## src/rtl/apb_si_pkg.sv

```systemverilog
// Shared types and constants for the APB slave-interface router.
package apb_si_pkg;

  // Routing target. The encoding of S0..S2 matches the slave index field.
  typedef enum logic [1:0] {
    TGT_S0   = 2'd0,
    TGT_S1   = 2'd1,
    TGT_S2   = 2'd2,
    TGT_NONE = 2'd3
  } tgt_e;

  typedef enum logic {
    ST_IDLE   = 1'b0,
    ST_ACCESS = 1'b1
  } state_e;

  // Read data returned for unmapped or disabled accesses.
  localparam logic [31:0] SI_DEFAULT_RDATA = 32'h0;

endpackage

```

## src/rtl/apb_si_clkgate.sv

```systemverilog
// Latch-based clock gate: the enable is sampled while clk is low, so the
// gated clock never shows a partial high pulse.
module apb_si_clkgate (
  input  logic clk,
  input  logic rst_b,
  input  logic en_in,
  output logic pclk
);

  logic en;

  // Transparent while clk is low; cleared asynchronously by reset.
  always_latch begin
    if (!rst_b)
      en <= 1'b0;
    else if (!clk)
      en <= en_in;
  end

  assign pclk = clk & en;

endmodule

```

## src/rtl/apb_si.sv

```systemverilog
// APB slave-interface router: one master port to three slaves.
// Optional build macro SI_PSLVERR_EN adds the pslverr_s error output.
module apb_si
  import apb_si_pkg::*;
#(
  parameter int ADDR_W  = 16,
  parameter int DATA_W  = 32,
  parameter int DEC_MSB = 15,
  parameter logic [DATA_W-1:0] DEFAULT_RDATA = DATA_W'(SI_DEFAULT_RDATA)
) (
  input  logic              clk,
  input  logic              rst_b,
  input  logic [2:0]        way_en,
  input  logic [DATA_W-1:0] pwdata_mi,
  input  logic [ADDR_W-1:0] paddr_mi,
  input  logic              pwrite_mi,
  input  logic              psel_arb,
  input  logic              penable_arb,
  input  logic [DATA_W-1:0] prdata_s0,
  input  logic [DATA_W-1:0] prdata_s1,
  input  logic [DATA_W-1:0] prdata_s2,
  input  logic              pready_s0,
  input  logic              pready_s1,
  input  logic              pready_s2,
  output logic              pclk_s0,
  output logic              pclk_s1,
  output logic              pclk_s2,
  output logic              psel_s0,
  output logic              psel_s1,
  output logic              psel_s2,
  output logic              penable_s0,
  output logic              penable_s1,
  output logic              penable_s2,
  output logic              pwrite_s,
  output logic [DATA_W-1:0] pwdata_s,
  output logic [ADDR_W-1:0] paddr_s,
  output logic [DATA_W-1:0] prdata_s,
`ifdef SI_PSLVERR_EN
  output logic              pslverr_s,
`endif
  output logic              pready_s
);

  state_e     state, state_nx;
  tgt_e       sel_q, sel_nx, dec_tgt, tgt;
  logic [1:0] idx;
  logic       xfer, enab;
  logic [2:0] pready_v, psel_v, pclk_v;

  assign idx      = paddr_mi[DEC_MSB -: 2];
  assign pready_v = {pready_s2, pready_s1, pready_s0};

  // Live address decode gated by the per-slave enable mask.
  always_comb begin
    dec_tgt = TGT_NONE;
    case (idx)
      2'd0:    if (way_en[0]) dec_tgt = TGT_S0;
      2'd1:    if (way_en[1]) dec_tgt = TGT_S1;
      2'd2:    if (way_en[2]) dec_tgt = TGT_S2;
      default: dec_tgt = TGT_NONE;
    endcase
  end

  // State and captured target registers.
  always_ff @(posedge clk or negedge rst_b) begin
    if (!rst_b) begin
      state <= ST_IDLE;
      sel_q <= TGT_NONE;
    end else begin
      state <= state_nx;
      sel_q <= sel_nx;
    end
  end

  // Next state: latch the target at setup, release on done or deselect.
  always_comb begin
    state_nx = state;
    sel_nx   = sel_q;
    case (state)
      ST_IDLE: begin
        if (psel_arb) begin
          state_nx = ST_ACCESS;
          sel_nx   = dec_tgt;
        end
      end
      ST_ACCESS: begin
        if (!psel_arb || (penable_arb && pready_s))
          state_nx = ST_IDLE;
      end
      default: state_nx = ST_IDLE;
    endcase
  end

  // Target is frozen once the access has started.
  assign tgt  = (state == ST_ACCESS) ? sel_q : dec_tgt;
  // Reset gates every select path so nothing leaks out while held in reset.
  assign xfer = rst_b & psel_arb;
  assign enab = xfer & penable_arb;

  assign psel_v[0] = xfer & (tgt == TGT_S0);
  assign psel_v[1] = xfer & (tgt == TGT_S1);
  assign psel_v[2] = xfer & (tgt == TGT_S2);

  assign psel_s0    = psel_v[0];
  assign psel_s1    = psel_v[1];
  assign psel_s2    = psel_v[2];
  assign penable_s0 = psel_v[0] & penable_arb;
  assign penable_s1 = psel_v[1] & penable_arb;
  assign penable_s2 = psel_v[2] & penable_arb;

  assign pwrite_s = pwrite_mi;
  assign paddr_s  = paddr_mi;
  assign pwdata_s = pwdata_mi;

  // Return path mux; unmapped targets complete with zero wait states.
  always_comb begin
    pready_s = 1'b0;
    prdata_s = '0;
    if (xfer) begin
      case (tgt)
        TGT_S0: begin
          prdata_s = prdata_s0;
          pready_s = pready_s0 & penable_arb;
        end
        TGT_S1: begin
          prdata_s = prdata_s1;
          pready_s = pready_s1 & penable_arb;
        end
        TGT_S2: begin
          prdata_s = prdata_s2;
          pready_s = pready_s2 & penable_arb;
        end
        default: begin
          if (penable_arb) begin
            pready_s = 1'b1;
            prdata_s = DEFAULT_RDATA;
          end
        end
      endcase
    end
  end

`ifdef SI_PSLVERR_EN
  logic [2:0] pready_q;

  // Previous slave ready, used to spot a ready edge outside an enable phase.
  always_ff @(posedge clk or negedge rst_b) begin
    if (!rst_b)
      pready_q <= '0;
    else
      pready_q <= pready_v;
  end

  assign pslverr_s = rst_b & ((enab & (tgt == TGT_NONE)) |
                              ((|(pready_v & ~pready_q)) & ~penable_arb));
`else
  logic unused_ok;
  assign unused_ok = &{1'b0, pready_v, enab};
`endif

  genvar g;
  generate
    for (g = 0; g < 3; g++) begin : g_cg
      apb_si_clkgate u_cg (
        .clk   (clk),
        .rst_b (rst_b),
        .en_in (way_en[g]),
        .pclk  (pclk_v[g])
      );
    end
  endgenerate

  assign pclk_s0 = pclk_v[0];
  assign pclk_s1 = pclk_v[1];
  assign pclk_s2 = pclk_v[2];

endmodule

```

## config.mk

```make
export PLATFORM = sky130hd
export DESIGN_NAME = apb_si
export DESIGN_NICKNAME = d
export VERILOG_FILES = /design/src/rtl/apb_si_pkg.sv /design/src/rtl/apb_si_clkgate.sv /design/src/rtl/apb_si.sv
export SDC_FILE = /design/constraint.sdc
export NUM_CORES = 1
export LEC_CHECK = 0
export CAP_MARGIN = 20
export CORE_AREA = 2 2 95 97
export CTS_BUF_LIST = sky130_fd_sc_hd__clkbuf_16
export DETAILED_ROUTE_END_ITERATION = 7
export DIE_AREA = 0 0 97 99
export HOLD_SLACK_MARGIN = 0.1
export PLACE_DENSITY = 0.68
export SLEW_MARGIN = 10
export SYNTH_ARGS = -nofsm -noshare
export SYNTH_HDL_FRONTEND = slang
export SYNTH_HIERARCHICAL = 1
export SYNTH_SLANG_ARGS = --single-unit
```

## constraint.sdc

```tcl
create_clock -name clk -period 3 [get_ports clk]
set_input_delay 0.6 -clock clk [delete_from_list [all_inputs] [get_ports clk]]
set_output_delay 0.6 -clock clk [all_outputs]
set_load 0.01 [all_outputs]
```

After elaboration in Yosys (flattened, before gate mapping)
Cells that the tools add are included.

operators by class
  eq/ne operators = 4
  reduce and logical (&&, ||, !) cells = 6
  mux-type cells = 21
  bitwise operators = 14

operators with widths
  operator              count
  $pmux W32 S3          1
  $mux W32              1
  $and A1 B1 Y1         13
  $mux W1               13
  $mux W2               3
  $pmux W2 S3           1
  $eq A2 B1 Y1 const B  2
  $eq A2 B2 Y1 const B  2
  $logic_not A2 Y1      2
  $pmux W1 S3           1
  $pmux W1 S2           1
  $reduce_and A2 Y1     1
  $logic_and A1 B1 Y1   1
  $logic_not A1 Y1      1
  $logic_or A1 B1 Y1    1
  $not A1 Y1            1

word-level totals
  word-level logic and storage cells = 50
  register bits after elaboration = 3
  output and inout port bits = 91
  bits in latches = 3
  input port bits = 155

Longest topological paths before layout
Gate-level depths: netlist (run 1).

  word-level depth = 10
  gate-level depth with buffers = 8
  mapped depth without buffers = 7

By module
Netlist (run 1), hierarchy kept.

by module, submodules not included
  module          cells each  times used  sequential area each (µm²)  area an instance (µm²)
  apb_si          161         1           77.6                        1222.4
  apb_si_clkgate  4           3           0.0                         31.3

==> metrics.csv, run 1 <==
stage;metric;value;unit
critical_path;CP Launch Type;latch;
die;Die Ht;99;microns
grt;GRT Util Overall;0.133;
critical_path;largest delay contributor family on the critical path;latches;
synthesis;mux share of post-synthesis cell area;0.0646;
critical_path;CP max FO;1;
cts;clk_lat worst skew;340;ps
critical_path;Worst path slowest cell;dlxtp_1;
critical_path;Critical Path RT;2400;ps
drt;Final ANT Viol Nets;0;
cells_and_area;number of diodes;0;
drt;DR pass1 iterations;5;
critical_path;crit-path max cell delay;320;ps
die;die width;97;microns
grt;initial antenna violation count;0;
timing;Hold Fails Final Rpt;0;
placed_design;placed insts;380;
run_status;status;complete, no violations;
power;LEAKAGE;0.00124;uW
timing;RSZ-0062 raised after global routing;true;
die;Die Area;0.00960;sq mm
drt;WL/cell;17.5;microns
synthesis;Syn Inst Count;173;
grt;first-pass GRT wire length;10100;microns
synthesis;Synth Area in Compound Gates;0.265;
synthesis;FF+latch count, synth;6;
critical_path;CP Buf/Inv Count;1;
placed_design;dpl hpwl;4960;microns
synthesis;xor and xnor area share after synthesis;0;
synthesis;Yosys cell types;22;
min_path;Worst Hold Launch;rst_b;
critical_path;crit path DAT;2380;ps
synthesis;top_reg_cell synth;dlxtp_1;
synthesis;Avg Cell Area, Syn;7.61;sq um
cells_and_area;Layout Nets;451;
drt;vias per cell;4.78;
critical_path;worst r2r src;state$_DFF_PN0_;
critical_path;Worst setup EP type;primary output;
synthesis;Ys Warns;6;
synthesis;Post-synth ARST share;0.500;
cells_and_area;share of layout cells above drive strength 1;0.301;
job;max cap viols;0;
synthesis;most common library cells after synthesis;buf_4 (49), a222oi_1 (32), nor2_1 (32), and2_1 (9), buf_2 (9);
power;Peak VDD IR;562;uV
critical_path;CP Launch Point;g_cg[0].u_cg/en$_DLATCH_P_;
timing;Clock Skews;1.30;ps
synthesis;count leader, synth;buf_4;
timing;post-route worst setup slack;24.5;ps
synthesis;largest family of logic cells by synthesized area;buffers and inverters;
die;Starting Density;0.154;
drt;DRC viols;0;
min_path;worst min path class;in -> gate;
cells_and_area;P&R area growth vs syn;124;%
drt;iteration-0 DRC count of the detailed router;159;
power;power per cell area;377;mW/mm^2
grt;GRT Residual Overflow;0;
synthesis;simple logic cell fraction of the synthesized area;0.194;
synthesis;proportion of netlist area held by the largest area contributor;0.279;
drt;via count;1913;
timing;Slew HR;0.750;
critical_path;ordered cell list for the critical path;and2_1 > buf_2;
placed_design;pre-CTS setup slack;-712;ps
grt;largest net degree at the start of global routing;20;
drt;total wire length;7020;microns
synthesis;adder-cell share of the synthesized area;0.0380;
critical_path;reg2reg setup slack;1140;ps
synthesis;number of synthesized flops with an enable pin;0;
placed_design;GP Congestion;0.753;
synthesis;Mapped Area;0.00132;sq mm
synthesis;leading area contributor after synthesis;buf_4;
die;Rows;34;
die;Top Ports;246;
placed_design;I/O Buffers;151;
timing;pins over their slew limit;0;
cells_and_area;Non-Filler Instances;400;
timing;Worst-Margin Slew;375;ps
grt;vias in the first global route;2080;
cts;CTS clk-pin slew, worst paths;40;ps
die;core region area;0.00855;sq mm
synthesis;Area contributors post-synth;buf_4 (28%), a222oi_1 (24%), nor2_1 (9.1%);
synthesis;Syn Nets;332;
cts;TritonCTS clock tree;done;
critical_path;Setup CP Type;latch -> out;
timing;# setup viols final;0;
-- metrics by stage --
step                      utilization  TNS (ps)  total power, uW  hold slack [ps]  instance area (sq um)
after floorplan                     -         0              330             -900                   1320
after global placement          0.309    -22690              515             -320                   2640
after detailed placement        0.309    -25320              525             -311                   2640
after CTS                       0.338      -205             1110              557                   2890
after global routing            0.345     -48.7             1180              581                   2950
final                           0.345         0             1110              571                   2950
-- final timing paths --
path	cells past startpoint	endpoint
max	2	pclk_s0
min	4	clock gate
max reg2reg	5	state$_DFF_PN0_
min reg2reg	1	sel_q[1]$_DFFE_PN1P_
max in group gated	4	clock gate
max in group asynchronous	2	sel_q[1]$_DFFE_PN1P_
min in group asynchronous	2	state$_DFF_PN0_
min in group clk	2	g_cg[1].u_cg/en$_DLATCH_P_
-- state kept, by name, summed over array words and instances (netlist names) --
register / count
sel_q: 2
g_cg.u_cg/en: 3
state: 1
-- what timing repair did --
action | 4_1_cts | 5_1_grt
pin swaps | 30 | 11
resized for setup | 197 | 10
gates cloned | 4 | 2
setup endpoints to repair | 45 | 42
endpoints found under the hold margin | 3 | 0
setup buffers | 1 | 2
hold buffers | 2 | 0
-- layer usage --
metal  vias to the layer above  track usage  part of all wire
li1                        844            -                 -
met1                       877        0.123              0.35
met2                       164        0.234              0.50
met3                        28       0.0610              0.11
met4                         0       0.0899             0.032
met5                         -            0                 0
-- worst reg2reg max path: stages, from the launching register on --
cell      delay (ps)
dfrtp_1          560
mux2_4           380
ha_4             230
a22o_1           240
a211oi_2         230
o21a_1           160
-- logic make-up (layout without fill, tap and decap cells) --
| group | count (synthesis) | in the layout |
|---|---|---|
| AO/OA/AOI/OAI | 35 | 35 |
| multiplexers | 8 | 8 |
| buffers and inverters | 65 | 184 |
| flip-flops | 3 | 3 |
| adder cells (fa/ha/maj) | 4 | 4 |
| AND/OR/NAND/NOR | 55 | 55 |
| latches | 3 | 3 |
-- area by class of cell --
| class | count | area [sq um] |
|---|---|---|
| fill | 889 | 5600 |
| multi-input combinational | 102 | 832 |
| sequential | 6 | 123 |
| clock buffer | 10 | 196 |
| timing repair buffer | 172 | 1660 |
| clock inverter | 2 | 7.51 |
| tap | 108 | 135 |
-- placed cells by master, fill, tap and decap left out, types with 4 or more instances in the layout --
cell type / instances
buf_2: 36
nor2_1: 29
dlygate4sd2_1: 4
a222oi_1: 32
nand2_1: 4
clkbuf_16: 9
buf_4: 8
buf_12: 4
ha_4: 4
buf_8: 4
and2_1: 8
and3_1: 4
clkdlybuf4s50_1: 104
-- report_power, final --
group | internal (uW) | switching, uW | total [uW]
logic | 312 | 184 | 495
clock network | 427 | 116 | 543
registers | 65.4 | 8.62 | 74.0
total | 804 | 308 | 1110
(Power assumes the default switching activity.)
==> run 2: changes to the inputs <==
--- a/config.mk
+++ b/config.mk
@@ -10,8 +10,9 @@
 export CTS_BUF_LIST = sky130_fd_sc_hd__clkbuf_16
 export DETAILED_ROUTE_END_ITERATION = 7
 export DIE_AREA = 0 0 97 99
+export DONT_BUFFER_PORTS = 1
 export HOLD_SLACK_MARGIN = 0.1
-export PLACE_DENSITY = 0.68
+export PLACE_DENSITY = 0.31
 export SLEW_MARGIN = 10
 export SYNTH_ARGS = -nofsm -noshare
 export SYNTH_HDL_FRONTEND = slang
==> metrics.csv, run 2 (same netlist as run 1, synthesis figures left out) <==
stage;metric;value;unit;change
grt;initial antenna violation count;0;;unchanged
timing;maximum operating frequency;349;MHz;
die;Rows;34;;unchanged
cells_and_area;Layout Nets;316;;-30%
critical_path;CP Launch Type;latch;;
drt;vias per cell;4.97;;+3.8%
critical_path;Worst path slowest cell;dlxtp_1;;
timing;worst hold slack;386;ps;-185 ps
drt;DRC viols;0;;unchanged
grt;GRT Residual Overflow;0;;unchanged
run_status;status;complete, no violations;;
cts;Post-CTS Resized;0;;-100%
timing;pins over their slew limit;0;;unchanged
min_path;worst min path class;in -> reg;;
die;die width;97;microns;unchanged
timing;Hold Fails Final Rpt;0;;unchanged
cells_and_area;fill count;968;;+8.9%
timing;Final min period;2890;ps;
power;LEAKAGE;0.000607;uW;-51%
die;Top Ports;246;;unchanged
grt;first-pass GRT wire length;6440;microns;-36%
cells_and_area;Non-Filler Instances;265;;-34%
die;Die Area;0.00960;sq mm;unchanged
timing;Clock Skews;0.844;ps;-0.461 ps
placed_design;I/O Buffers;0;;-100%
cells_and_area;number of diodes;0;;unchanged
placed_design;placed insts;253;;-33%
timing;# setup viols final;0;;unchanged
critical_path;Setup CP Type;latch -> out;;
die;Starting Density;0.154;;unchanged
cells_and_area;largest registers;g_cg.u_cg/en (3), sel_q (2), state (1);;
cells_and_area;Biggest register;g_cg.u_cg/en;;
placed_design;GP Congestion;0.686;;-8.8%
drt;total wire length;4700;microns;-33%
cts;CTS clk-pin slew, worst paths;40;ps;about the same
cells_and_area;commonest non-fill, non-tap cell in the layout;buf_4;;
drt;WL/cell;17.7;microns;+0.99%
die;Die Ht;99;microns;unchanged
critical_path;ordered cell list for the critical path;and2_1;;
timing;Tcrit/Tclk final;0.963;;
grt;GRT Util Overall;0.0885;;-0.0443
critical_path;largest delay contributor family on the critical path;latches;;
cells_and_area;P&R area growth vs syn;15.9;%;
drt;via count;1316;;-31%
timing;Slew HR;0.783;;+0.0329
grt;vias in the first global route;1281;;-38%
cells_and_area;share of layout cells above drive strength 1;0.325;;+0.0235
timing;Setup TNS;0;ps;unchanged
cells_and_area;Design Area, Final;0.00153;sq mm;-48%
critical_path;CP Buf/Inv Count;0;;-1
critical_path;crit-path max cell delay;300;ps;-20 ps
grt;largest net degree at the start of global routing;36;;+80%
cells_and_area;most frequent cells in the layout;buf_4 (34), a222oi_1 (32), nor2_1 (32);;
cts;clk_lat worst skew;340;ps;about the same
cts;TritonCTS clock tree;done;;
power;power per cell area;545;mW/mm^2;+45%
timing;RSZ-0062 raised after global routing;false;;
drt;DR pass1 iterations;6;;+1
cells_and_area;area of the multi-input gates;739;sq um;-11%
critical_path;crit path DAT;2290;ps;-90 ps
die;core region area;0.00855;sq mm;unchanged
power;Peak VDD IR;429;uV;-24%
job;max cap viols;0;;unchanged
drt;iteration-0 DRC count of the detailed router;167;;+5.0%
cells_and_area;max reg flops;3;;unchanged
drt;Final ANT Viol Nets;0;;unchanged
critical_path;Worst setup EP type;primary output;;
cells_and_area;register area;123;sq um;unchanged
timing;Worst-Margin Slew;326;ps;-49.4 ps
placed_design;DP Area;0.00131;sq mm;-50%
critical_path;CP max FO;1;;unchanged
critical_path;Critical Path RT;2400;ps;about the same
placed_design;dpl hpwl;3570;microns;-28%
cells_and_area;final core utilization;0.178;;-0.167
## run 2: cell count changes in the layout (fill, tap and decap cells not counted), moves of 4 or more
cell	change
buf_4	+26
ha_1	+4
buf_2	-36
clkdlybuf4s50_1	-104
dlygate4sd2_1	-4
buf_8	-4
ha_4	-4
## run 2: path summary, 6_finish.rpt
check	slack [ps]	cells past startpoint	from	end
setup / recovery	110	1	g_cg[2].u_cg/en$_DLATCH_P_	pclk_s2
hold / removal	390	1	psel_arb	state$_DFF_PN0_
setup reg to reg	1010	6	state$_DFF_PN0_	state$_DFF_PN0_
hold reg to reg	620	1	sel_q[1]$_DFFE_PN1P_	sel_q[1]$_DFFE_PN1P_
max in group gated	820	3	rst_b	clock gate
max in group asynchronous	1690	2	rst_b	sel_q[0]$_DFFE_PN1P_
min in group gated	630	3	rst_b	clock gate
min in group asynchronous	1070	2	rst_b	state$_DFF_PN0_
## run 2: layout make-up
class | instances | share of cell area
tap | 108 | 0.0886
clock inverter | 2 | 0.00492
sequential | 6 | 0.0804
multi-input combinational | 102 | 0.485
clock buffer | 7 | 0.115
timing repair buffer | 40 | 0.226
## run 2: routing by layer
layer	global-route usage	wire (microns)	vias to the layer above	share of wire
li1	-	-	570	-
met1	0.0785	1530	600	0.33
met2	0.163	2480	122	0.53
met3	0.0284	489	24	0.10
met4	0.0726	189	0	0.040
met5	0	0	-	0
## run 2: timing repair
item / CTS / global route
buffers inserted: 0 / 0
hold buffers: 3 / 0
endpoints found under the hold margin: 6 / 0
## run 2: through the flow
step | power [uW] | worst slack (ps)
finish | 831 | 111
CTS | 851 | 99.9
global placement | 328 | 144
floorplan | 330 | 330
detailed placement | 329 | 130
global route | 881 | 38.1
## run 2: power breakdown
group / total [uW] / switching (uW) / internal, uW
logic: 235 / 118 / 117
registers: 69.8 / 4.63 / 65.2
clock network: 527 / 114 / 413
